$ cat config.mk
export PLATFORM = sky130hd
export DESIGN_NAME = branch_module_multi
export DESIGN_NICKNAME = d
export VERILOG_FILES = /design/src/rtl/branch_module_multi.sv
export SDC_FILE = /design/constraint.sdc
export NUM_CORES = 1
export LEC_CHECK = 0
export CORE_MARGIN = 5
export CORE_UTILIZATION = 60
export DETAILED_ROUTE_END_ITERATION = 16
export PLACE_DENSITY_LB_ADDON = 0.15
export SLEW_MARGIN = 20
export SYNTH_ARGS = -nofsm -noshare
export SYNTH_HDL_FRONTEND = slang
export SYNTH_SLANG_ARGS = --single-unit
export TNS_END_PERCENT = 20
$ cat constraint.sdc
create_clock -name clock -period 6.4 [get_ports clock]
set_input_delay 1.6 -clock clock [delete_from_list [all_inputs] [get_ports clock]]
set_output_delay 1.6 -clock clock [all_outputs]
set_load 0.05 [all_outputs]
$ cat src/rtl/branch_module_multi.sv
// Multi-channel branch unit for a barrel-threaded core: per-channel origin/destination
// matching, flag or per-thread loop-counter conditions, lowest-index priority.
module branch_module_multi #(
  parameter int unsigned WORD_WIDTH         = 36,
  parameter int unsigned ADDR_WIDTH         = 10,
  parameter int unsigned PC_WIDTH           = 10,
  parameter int unsigned COUNT_WIDTH        = 16,
  parameter int unsigned BRANCH_COUNT       = 4,
  parameter int unsigned THREAD_COUNT       = 8,
  parameter int unsigned THREAD_COUNT_WIDTH = 3,
  parameter int unsigned CONFIG_ADDR_BASE   = 0
) (
  input  logic                          clock,
  input  logic                          clear,
  input  logic [PC_WIDTH-1:0]           PC,
  input  logic                          A_negative,
  input  logic                          A_carryout,
  input  logic                          A_external,
  input  logic                          B_lessthan,
  input  logic                          B_external,
  input  logic                          config_wren,
  input  logic [ADDR_WIDTH-1:0]         config_addr,
  input  logic [WORD_WIDTH-1:0]         config_data,
  output logic                          jump,
  output logic [PC_WIDTH-1:0]           destination,
  output logic                          cancel,
  output logic [THREAD_COUNT_WIDTH-1:0] thread
);

  localparam int unsigned CTRL_WIDTH = 5;
  localparam int unsigned CFG_WORDS  = 4 * BRANCH_COUNT;
  localparam int unsigned CH_WIDTH   = (BRANCH_COUNT > 1) ? $clog2(BRANCH_COUNT) : 1;

  typedef enum logic [2:0] {
    SEL_NEVER   = 3'd0,
    SEL_ALWAYS  = 3'd1,
    SEL_A_NEG   = 3'd2,
    SEL_A_CARRY = 3'd3,
    SEL_B_LT    = 3'd4,
    SEL_A_EXT   = 3'd5,
    SEL_B_EXT   = 3'd6,
    SEL_COUNT   = 3'd7
  } sel_e;

  logic [PC_WIDTH-1:0]           origin_q [BRANCH_COUNT];
  logic [PC_WIDTH-1:0]           dest_q   [BRANCH_COUNT];
  logic [CTRL_WIDTH-1:0]         ctrl_q   [BRANCH_COUNT];
  logic [COUNT_WIDTH-1:0]        reload_q [BRANCH_COUNT];
  logic [COUNT_WIDTH-1:0]        count_q  [BRANCH_COUNT][THREAD_COUNT];
  logic [THREAD_COUNT_WIDTH-1:0] thr_q;

  logic [31:0]             cfg_offset_c;
  logic                    cfg_hit_c;
  logic [CH_WIDTH-1:0]     cfg_ch_c;
  logic [1:0]              cfg_k_c;
  logic [BRANCH_COUNT-1:0] match_c;
  logic [BRANCH_COUNT-1:0] cond_c;
  logic [BRANCH_COUNT-1:0] taken_c;
  logic [BRANCH_COUNT-1:0] is_loop_c;
  logic                    any_taken_c;
  logic [PC_WIDTH-1:0]     win_dest_c;
  logic                    win_cancel_c;
  logic                    cfg_data_unused;

  // Only the low bits of a config word carry information.
  assign cfg_data_unused = ^config_data;

  // Config address decode: window check, channel and word-within-block.
  always_comb begin
    cfg_offset_c = 32'(config_addr) - 32'(CONFIG_ADDR_BASE);
    cfg_hit_c    = config_wren && (32'(config_addr) >= 32'(CONFIG_ADDR_BASE))
                   && (cfg_offset_c < 32'(CFG_WORDS));
    cfg_k_c      = cfg_offset_c[1:0];
    cfg_ch_c     = CH_WIDTH'(cfg_offset_c >> 2);
  end

  // Per-channel match and condition evaluation for the current thread.
  always_comb begin
    match_c   = '0;
    cond_c    = '0;
    taken_c   = '0;
    is_loop_c = '0;
    for (int c = 0; c < int'(BRANCH_COUNT); c++) begin
      match_c[c]   = ctrl_q[c][4] && (PC == origin_q[c]);
      is_loop_c[c] = (sel_e'(ctrl_q[c][2:0]) == SEL_COUNT);
      case (sel_e'(ctrl_q[c][2:0]))
        SEL_NEVER:   cond_c[c] = 1'b0;
        SEL_ALWAYS:  cond_c[c] = 1'b1;
        SEL_A_NEG:   cond_c[c] = A_negative;
        SEL_A_CARRY: cond_c[c] = A_carryout;
        SEL_B_LT:    cond_c[c] = B_lessthan;
        SEL_A_EXT:   cond_c[c] = A_external;
        SEL_B_EXT:   cond_c[c] = B_external;
        default:     cond_c[c] = |count_q[c][thr_q];
      endcase
      taken_c[c] = match_c[c] && cond_c[c];
    end
  end

  // Lowest-index taken channel wins; scanning downwards leaves it last-assigned.
  always_comb begin
    any_taken_c  = |taken_c;
    win_dest_c   = '0;
    win_cancel_c = 1'b0;
    for (int c = int'(BRANCH_COUNT) - 1; c >= 0; c--) begin
      if (taken_c[c]) begin
        win_dest_c   = dest_q[c];
        win_cancel_c = ctrl_q[c][3];
      end
    end
  end

  always_ff @(posedge clock) begin
    if (clear) begin
      thr_q       <= '0;
      jump        <= 1'b0;
      destination <= '0;
      cancel      <= 1'b0;
      thread      <= '0;
      for (int c = 0; c < int'(BRANCH_COUNT); c++) begin
        origin_q[c] <= '0;
        dest_q[c]   <= '0;
        ctrl_q[c]   <= '0;
        reload_q[c] <= '0;
        for (int t = 0; t < int'(THREAD_COUNT); t++) count_q[c][t] <= '0;
      end
    end else begin
      thr_q       <= (thr_q == THREAD_COUNT_WIDTH'(THREAD_COUNT - 1)) ? '0
                     : thr_q + THREAD_COUNT_WIDTH'(1);
      jump        <= any_taken_c;
      destination <= win_dest_c;
      cancel      <= any_taken_c && win_cancel_c;
      thread      <= thr_q;
      // Loop counters: decrement while iterating, reload on loop exit.
      for (int c = 0; c < int'(BRANCH_COUNT); c++) begin
        if (match_c[c] && is_loop_c[c]) begin
          count_q[c][thr_q] <= taken_c[c] ? count_q[c][thr_q] - COUNT_WIDTH'(1)
                                          : reload_q[c];
        end
      end
      // Config writes come last so a reload write overrides the loop update.
      if (cfg_hit_c) begin
        case (cfg_k_c)
          2'd0: origin_q[cfg_ch_c] <= config_data[PC_WIDTH-1:0];
          2'd1: dest_q[cfg_ch_c]   <= config_data[PC_WIDTH-1:0];
          2'd2: ctrl_q[cfg_ch_c]   <= config_data[CTRL_WIDTH-1:0];
          default: begin
            reload_q[cfg_ch_c] <= config_data[COUNT_WIDTH-1:0];
            for (int t = 0; t < int'(THREAD_COUNT); t++)
              count_q[cfg_ch_c][t] <= config_data[COUNT_WIDTH-1:0];
          end
        endcase
      end
    end
  end

endmodule

-- Word-level counts from Yosys, hierarchy flattened
Memories as Yosys holds them, arrays and structs flattened.
Cells that the tools add are included.
W data, S select, Z words.
- add/sub/neg operators: 5
- order comparisons: 3
- eq/ne operators: 35
- multiplexer cells: 584
- bitwise gates (word level): 513
- reduce and logical (&&, ||, !) cells: 31
- operators by type and width (kind ; number):
    $mux W1 ; 546
    $mux W128 ; 4
    $or A1 B1 Y1 ; 512
    $mux W16 ; 14
    $bmux W16 S3 ; 4
    $reduce_or A16 Y1 ; 5
    $sub A16 B1 Y16 const B ; 4
    $mux W10 ; 6
    $eq A3 B3 Y1 const B ; 17
    $demux W16 S3 ; 1
    $eq A10 B10 Y1 ; 4
    $pmux W1 S7 ; 4
    $eq A3 B2 Y1 const B ; 8
    $reduce_or A10 Y1 ; 2
    $logic_and A1 B1 Y1 ; 15
    $eq A3 B1 Y1 const B ; 4
    $logic_not A3 Y1 ; 4
    $lt A10 B5 Y1 const B ; 1
    $mux W2 ; 4
    $mux W5 ; 1
    $reduce_or A5 Y1 ; 1
    $ge A4 B4 Y1 const B ; 1
    $lt A4 B1 Y1 const B ; 1
    $not A3 Y4 ; 1
    other kinds (7) ; 7
- flip-flop bits (word level): 18
- bits in writable memories: 676
- output and inout bits: 15
- logic and storage cells: 1181
- memories: 5
- memories (name ; words ; bits a word ; read ports ; clocked after Yosys merged registers in ; wr ports ; line ; source):
    count_q ; 4 ; 128 ; 4 ; 0 ; 5 ; 49 ; logic [COUNT_WIDTH-1:0] count_q [BRANCH_COUNT][THREAD_COUNT];
    reload_q ; 4 ; 16 ; 4 ; 0 ; 4 ; 48 ; logic [COUNT_WIDTH-1:0] reload_q [BRANCH_COUNT];
    dest_q ; 4 ; 10 ; 4 ; 0 ; 4 ; 46 ; logic [PC_WIDTH-1:0] dest_q [BRANCH_COUNT];
    origin_q ; 4 ; 10 ; 4 ; 0 ; 4 ; 45 ; logic [PC_WIDTH-1:0] origin_q [BRANCH_COUNT];
    ctrl_q ; 4 ; 5 ; 4 ; 0 ; 4 ; 47 ; logic [CTRL_WIDTH-1:0] ctrl_q [BRANCH_COUNT];

-- Depth between registers and ports, before layout
- depth after elaboration: 12
- depth in mapped cells: 21
- mapped depth without buffers: 12

-- Least setup slack after synthesis
OpenSTA, ideal clock, no wires.
- kind: input to register
- start point: input port PC[2]
- end point: memory count_q[1][0] (netlist bit), enable pin
- arrival time: 4121 ps
- data required time: 5989 ps
- path slack: 1868 ps
- cell stages on the path: 7
- path buffers: 2
- path through: clkbuf_1 xnor2_1 nand4_1 or3_1 or3_1 clkbuf_1 o21ai_0
- RTL lines (what ; line ; source):
    start, declared ; 15 ; input logic [PC_WIDTH-1:0] PC,
    end, declared ; 49 ;

==> out/metrics.cfg <==
[pwr]
power.density_mw_per_mm2=291.1
fin_total_pwr_mw=10.11
leakage_nw=12.34
peakVddDrop_mv=0.2508

[synthesis]
synthFlopType=edfxtp_1
synth_area_leader_cell=edfxtp_1
seq_area_frac_synth=0.6673
synth_area_per_cell_um2=14.94
syn_inst=2072
synth.top_cell.area_share=0.6557
synth_cell_type_count=89
ys_warn_count=0
netlist_area_mm2=0.03096
synth_edf_count=676
ys_top_cells_by_area=edfxtp_1 66%, mux4_2 4.4%, o21ai_0 3.3%
ys_async_sr_fraction=0
ys_ff_latch=694
syn_nets=2145

[layout]
fill_cells=3468
layout_common_cells=676 x edfxtp_1, 171 x o21ai_0, 125 x nor2_1
multi_input_area_mm2=0.009607
nNetsFinal=2244
ff_latch_area_mm2=0.02067
drive_gt1_frac=0.1557
layout_commonest_cell=edfxtp_1
final_cells=2905
area_delta_synth_final_pct=12.25

[global_routing]
grt_pass1_wl_um=117900
antenna_found_initial=7
grt_use_total=0.2816
grt_pass1_vias=18785
grt_overflow_total=0
grt_max_degree=59

[setup_path]
crit_type=register to register
reg2regPathDepth=9
cp.arrival_ps=5330
r2r-end=count_q[3][9]
path_max_fanout=47
regToRegSetupSlack_ps=1360
cp-end-kind=register
startpoint_type=register
required_ps=6690
timing.rr.start=thr_q[2]

[sta]
rsz0062_at_grt=no
hold_viol=0
tns_ps=0
fin_crit_ps=5041
final_max_slew_viol_count=0
tightest_slew_ps=1104
setup_viol=0
max_slew_margin=0.2636
post-route-period-util=0.7877
setup_slack_ps=1359
hold_slack_ps=471.8
skew_ps=23.20
fmax_mhz=198.4

[worst_hold_path]
hold_depth=1
holdCritStartpoint=dest_q[0][3]
hold_end=destination[3]
hold_path_class=register to register

[clock_network]
cts_tree=done
ctsResizeCount=0
cts_max_level=3
clock-root-buffer=clkbuf_16
cts_setup_buffers=0
ctsHoldBuffers=0
insertion_delay_ps=610
clk_pin_slew_ps=60
cts_sinks=694
clockBufferDepth=3
cts_made_buffers=71

[routing]
wl_met1_um=30710
wl_um=79830
vias=18992
first_iter_violations=2074
first_pass_iters=5
route.met3.wl_um=8338
viasPerCell=6.538
routedWlPerCell_um=27.48
top_layer_used=met5
drc=0
met2_length_um=37320
ant_nets=0

[placement]
hpwl_um=49120
numPortBuffers=58
dp_cells=2778
gp_congestion=0.8565
dp_slack_ps=1004

[die]
ioPinCount=79
start_util=0.6047
fp.dieW_um=237.2
die_height_um=237.2
core_area_mm2=0.05120
num_rows=83
die_area_mm2=0.05624

[run]
maxCapViolCount=0

[status]
status=completed

final cells by class:
type	count	share of cell area
Antenna cell	3	0.0002160
Clock buffer	93	0.05466
Clock inverter	31	0.008245
Inverter	63	0.006805
Multi-Input combinational cell	1205	0.2765
Sequential cell	694	0.5949
Tap cell	680	0.02448
Timing Repair Buffer	136	0.03428
worst max-delay path: stages, from the launching register on:
cell	delay (ps)
dfxtp_4	860
buf_4	540
mux2_2	390
a221o_1	300
a221o_1	420
or3_1	460
o41a_1	720
nor2_1	540
a22oi_1	120
o21ai_0	350
cells in the mapped netlist (10+ instances only):
cell      instances
edfxtp_1        676
o21ai_0         203
nor2_1          126
nand2_1         107
mux2i_1          90
xnor2_1          71
inv_1            61
mux4_2           61
clkbuf_1         55
and2_1           54
nand3_1          36
mux2_2           35
a221o_1          34
nor3_1           25
o21bai_1         24
a221oi_1         21
buf_2            19
nand4_1          19
a22oi_1          18
dfxtp_1          18
xor2_1           17
buf_6            16
nor3b_1          15
or3_1            15
a21oi_1          14
mux2i_4          14
a32o_1           11
nand2b_1         11
nor2b_1          11
nor4_1           10
routing by layer:
metal,up-vias,GRT usage
met5,-,0
met4,6,0.1188
met3,197,0.06660
met2,952,0.4420
met1,9553,0.3849
li1,8284,-
worst max-delay path by stage:
| stage | cells after the start | slack [ps] | to | start |
|---|---|---|---|---|
| after global routing | 9 | 1040 | count_q[3][60] | thr_q[0] |
| after global placement | 9 | 1130 | count_q[3][25] | PC[1] |
| after detailed placement | 9 | 1000 | count_q[3][9] | PC[1] |
| after CTS | 9 | 1400 | count_q[3][9] | thr_q[0] |
| after floorplan | 7 | 1870 | count_q[1][0] | PC[2] |
| final | 9 | 1360 | count_q[3][9] | thr_q[2] |
logic make-up (layout without fill, tap and decap cells):
family	after synthesis	count (layout)	share of synthesized area
compound gates	419	419	0.09154
flops	694	694	0.6673
fa+ha+maj	9	9	0.003637
mux	210	210	0.1044
other cells	0	3	0
simple gates	479	479	0.07986
xor+xnor	88	88	0.02490
buf+inv	173	323	0.02833
where the power goes:
group / switching (mW) / total (mW) / internal (mW)
Sequential: 0.0878 / 5.21 / 5.12
Combinational: 0.591 / 0.931 / 0.339
Clock: 1.68 / 3.97 / 2.29
per-stage QoR:
stage,area (um2),util
global route,34740,0.6786
CTS,34690,0.6777
floorplan,30960,-
finish,34750,0.6787
global placement,32500,0.6347
detailed placement,32510,0.6350
state kept, by name, summed over array words and instances (netlist names):
register and cells:
count_q 512, reload_q 64, dest_q 40, origin_q 40, ctrl_q 20, destination 10
thr_q 3, thread 3, cancel 1, jump 1
(Power assumes the default switching activity.)
